==> src/rtl/design_select_hub.sv <==
// Selector hub for a multi-project tapeout: shares one chip IO bus among
// NUM_DESIGNS user slots, gating inputs, resets and outputs by des_sel.
module design_select_hub #(
  parameter int unsigned NUM_DESIGNS = 64,
  parameter int unsigned IO_W        = 12
) (
  input  logic                        clock,
  input  logic                        reset,
  input  logic [IO_W-1:0]             io_in,
  output logic [IO_W-1:0]             io_out,
  input  logic [5:0]                  des_sel,
  input  logic                        hold_if_not_sel,
  input  logic                        sync_inputs,
  output logic [NUM_DESIGNS*IO_W-1:0] slot_io_in,
  input  logic [NUM_DESIGNS*IO_W-1:0] slot_io_out,
  output logic [NUM_DESIGNS-1:0]      slot_reset
);

  localparam int unsigned SEL_W = 6;

  logic                   sel_valid;
  logic [NUM_DESIGNS-1:0] selected;
  logic [IO_W-1:0]        sync_s1;
  logic [IO_W-1:0]        sync_s2;
  logic [IO_W-1:0]        in_eff;

  // Widen by one bit so NUM_DESIGNS=64 compares correctly against a 6-bit select.
  assign sel_valid = ({1'b0, des_sel} < (SEL_W + 1)'(NUM_DESIGNS));

  // One-hot slot decode; all zero when the select is out of range.
  always_comb begin
    selected = '0;
    for (int unsigned i = 0; i < NUM_DESIGNS; i++) begin
      selected[i] = sel_valid && (des_sel == SEL_W'(i));
    end
  end

  // Two-flop input synchronizer, free-running regardless of sync_inputs.
  always_ff @(posedge clock or posedge reset) begin
    if (reset) begin
      sync_s1 <= '0;
      sync_s2 <= '0;
    end else begin
      sync_s1 <= io_in;
      sync_s2 <= sync_s1;
    end
  end

  assign in_eff = sync_inputs ? sync_s2 : io_in;

  // Per-slot input gating and reset generation.
  for (genvar g = 0; g < NUM_DESIGNS; g++) begin : g_slot
    assign slot_io_in[g*IO_W +: IO_W] = selected[g] ? in_eff : '0;
    assign slot_reset[g]              = reset | (hold_if_not_sel & ~selected[g]);
  end

  // Output mux; unselected slots contribute nothing.
  always_comb begin
    io_out = '0;
    for (int unsigned i = 0; i < NUM_DESIGNS; i++) begin
      if (selected[i]) begin
        io_out = slot_io_out[i*IO_W +: IO_W];
      end
    end
  end

endmodule

==> config.mk <==
export PLATFORM = sky130hd
export DESIGN_NAME = design_select_hub
export DESIGN_NICKNAME = d
export VERILOG_FILES = /design/src/rtl/design_select_hub.sv
export SDC_FILE = /design/constraint.sdc
export NUM_CORES = 1
export LEC_CHECK = 0
export ABC_AREA = 1
export ABC_CLOCK_PERIOD_IN_PS = 20300
export CAP_MARGIN = 20
export CORE_AREA = 2 2 636 638
export DETAILED_ROUTE_END_ITERATION = 16
export DIE_AREA = 0 0 638 640
export PLACE_DENSITY = 0.3
export SLEW_MARGIN = 20
export SYNTH_ARGS = -nofsm -noshare
export SYNTH_HDL_FRONTEND = slang
export SYNTH_SLANG_ARGS = --single-unit
==> constraint.sdc <==
create_clock -name clock -period 20.3 [get_ports clock]
set_input_delay 6.09 -clock clock [delete_from_list [all_inputs] [get_ports clock]]
set_output_delay 6.09 -clock clock [all_outputs]
set_load 0.01 [all_outputs]
==> summary.txt <==
DRC - 0
final WL - 265000 um
first-pass GRT wire length - 318400 um
Reg power frac - 8.4%
uppermost layer routed - met5
WP buf/inv - 7
Post-synth EDFFs - 0
# fillers - 47340
Vias - 25410
Horiz. Die Dim - 638 um
Final setup viols - 0
Internal - 0.0002941 W
CP Max Fanout - 13
Max Root-Sink Buffers - 2
register area - 600.6 um2
clk sinks - 24
Mapped Cells - 2616
Final nets - 4985
Fmax - 50.57 MHz
Min-Delay Startpoint - sync_s1[3]
critical path's slowest cell - nor2_2
DRT antenna net count - 0
clock slew at reported path FFs - 60 ps
GR Overflow Total - 0
Synth Area per Inst - 4.362 um2
Mapped Area - 0.01141 mm2
post-route cell area - 0.03518 mm2
commonest non-fill, non-tap cells in the layout - 1631 x clkdlybuf4s50_1, 977 x nor2_1, 662 x nand2_1
Post-synth ARST share - 100.0%
Total GRT Usage - 12.22%
WL/cell - 27.87 um
core area - 0.4014 mm2
combinational share of power - 84.4%
TritonRoute pass-1 iters - 8
Clock Power Share - 7.3%
CP Class - primary input to primary output
Port Buffers - 1633
met2 routed WL - 138700 um
Crit. Startpoint - des_sel[4]
Fin Setup TNS - 0 ps
smallest hold slack - 348.2 ps
htree depth - 1
reg2reg start - sync_s1[2]
CTS tree - yes
final hold violations - 0
Non-Filler Instances - 9507
P_leak - 11.75 nW
cell taking the most area after synthesis - nor2_1
Power per Cell Area - 17.47 mW/mm2
area occupied by multi-input gates - 0.009448 mm2
Max Cap Violations - 0
hpwl dp - 234000 um
Max IR drop VDD - 25.38 uV
placement-stage cell area - 0.03500 mm2
top_reg_cell synth - dfrtp_1
Clock Skews - 0.4630 ps
Yosys warning total - 0
met3 wire length - 16770 um
Cell Rows - 233
post-synth cell types - 30
Root Buffer - clkbuf_16
share of cells above drive strength 1 - 9.039%
RSZ-0062 raised after global routing - false
pin count of the biggest net entering global routing - 50
CP startpoint kind - primary input
Crit path required time - 14210 ps
worst hold path class - register to register
worst-margin pin slew - 1206 ps
Crit. End Element - primary output
Switching Share - 52.13%
vias in the first global route - 25690
Ports - 1634
Slew Limit Fails - 0
Yosys reg bits - 24
CP delay by family, top - simple AND/OR/NAND/NOR gates
Slowest Stage Delay on Critical Path - 580 ps
top cells by area, synth - nor2_1 33%, nand2_1 22%, nand4_1 8.1%
met1 WL - 102800 um
Die Y - 640 um
net count after synthesis - 3406
Clock Latency Late Sink - 260 ps
most common cell after layout, fill and taps aside - clkdlybuf4s50_1
initial antenna violation count - 109
area share of the largest cell type after synthesis - 33.49%
Routability Congestion - 0.9451
Max-slew headroom - 19.58%
placed cell count - 9476
min Tclk post-route - 19780 ps
arrival time at the worst endpoint - 13690 ps
final core utilization - 8.762%
CTS buffer count - 3
Tcrit/Tclk final - 97.42%
Initial Util - 2.843%
cts hold-fix bufs - 0
status - complete, no violations
Seq/Total Area, Yosys - 5.263%
area grow syn2layout - 208.3%
Initial DRC Count - 2211
Psw - 0.0003203 W
Via density - 2.673
die area - 0.4083 mm2
[per-stage QoR]
step | setup slack, ps | total power [W]
floorplan | 5231 | 0.0001749
global placement | -248.3 | 0.0005898
global route | 63.65 | 0.0006513
CTS | 59.04 | 0.0006374
finish | 523.8 | 0.0006144
detailed placement | -230.4 | 0.0005875
[layout make-up]
class	instances	area share [%]
repair buffers	1791	49.84
well taps	5287	18.81
flip-flops and latches	24	1.707
diodes	27	0.1921
inverters	221	2.380
clock buffers	3	0.2134
multi-input cells	2154	26.86
[routing by layer]
layer	track usage [%]	vias up
met2	23.01	1469
met5	0	-
met3	2.335	227
met4	2.575	30
li1	-	11130
met1	14.13	12560
[what timing repair did]
action	in CTS	in global routing
resized for setup	2	5
setup endpoints to repair	3	2
pin swaps	1	1
setup buffers	1	0
[cell usage after synthesis, types with 2 or more instances]
library cell / n
nor2_1: 1018
nand2_1: 664
clkbuf_1: 198
inv_1: 194
nand4_1: 148
or2_2: 91
o21ai_0: 66
a21oi_1: 65
nand3_1: 55
dfrtp_1: 24
inv_2: 19
mux2i_1: 12
buf_1: 10
clkinv_1: 7
nor2_4: 7
buf_2: 6
nor2_2: 6
or2_0: 5
o21ai_1: 4
or2_1: 4
buf_6: 2
nand2_2: 2
nand3_2: 2
[state kept, by name (all words and copies together), names as in the netlist]
| register | flops |
|---|---|
| sync_s1 | 12 |
| sync_s2 | 12 |
[power by group through the flow]
stage	Clock, W	Sequential [W]	Combinational [W]
global placement	0	0.0000523	0.000538
finish	0.0000446	0.0000514	0.000518
floorplan	0	0.0000515	0.000123
CTS	0.0000480	0.0000514	0.000538
detailed placement	0	0.0000523	0.000535
global route	0.0000491	0.0000517	0.000551
[cell families after synthesis]
family          synth area share [%]
buf+inv                        14.66
flops                          5.263
compound gates                 5.921
simple gates                   73.10
mux                            1.053
[worst paths after layout]
kind	end	cells past startpoint	slack (ps)
worst max register to register	sync_s2[2]	0	19830
max in group asynchronous	sync_s2[2]	2	13510
worst min register to register	sync_s2[3]	0	350
worst max-delay path	io_out[10]	40	520
worst min-delay path	sync_s2[3]	0	350
min in group asynchronous	sync_s2[3]	2	6330
Note: power is estimated with default switching activity, not from simulation.
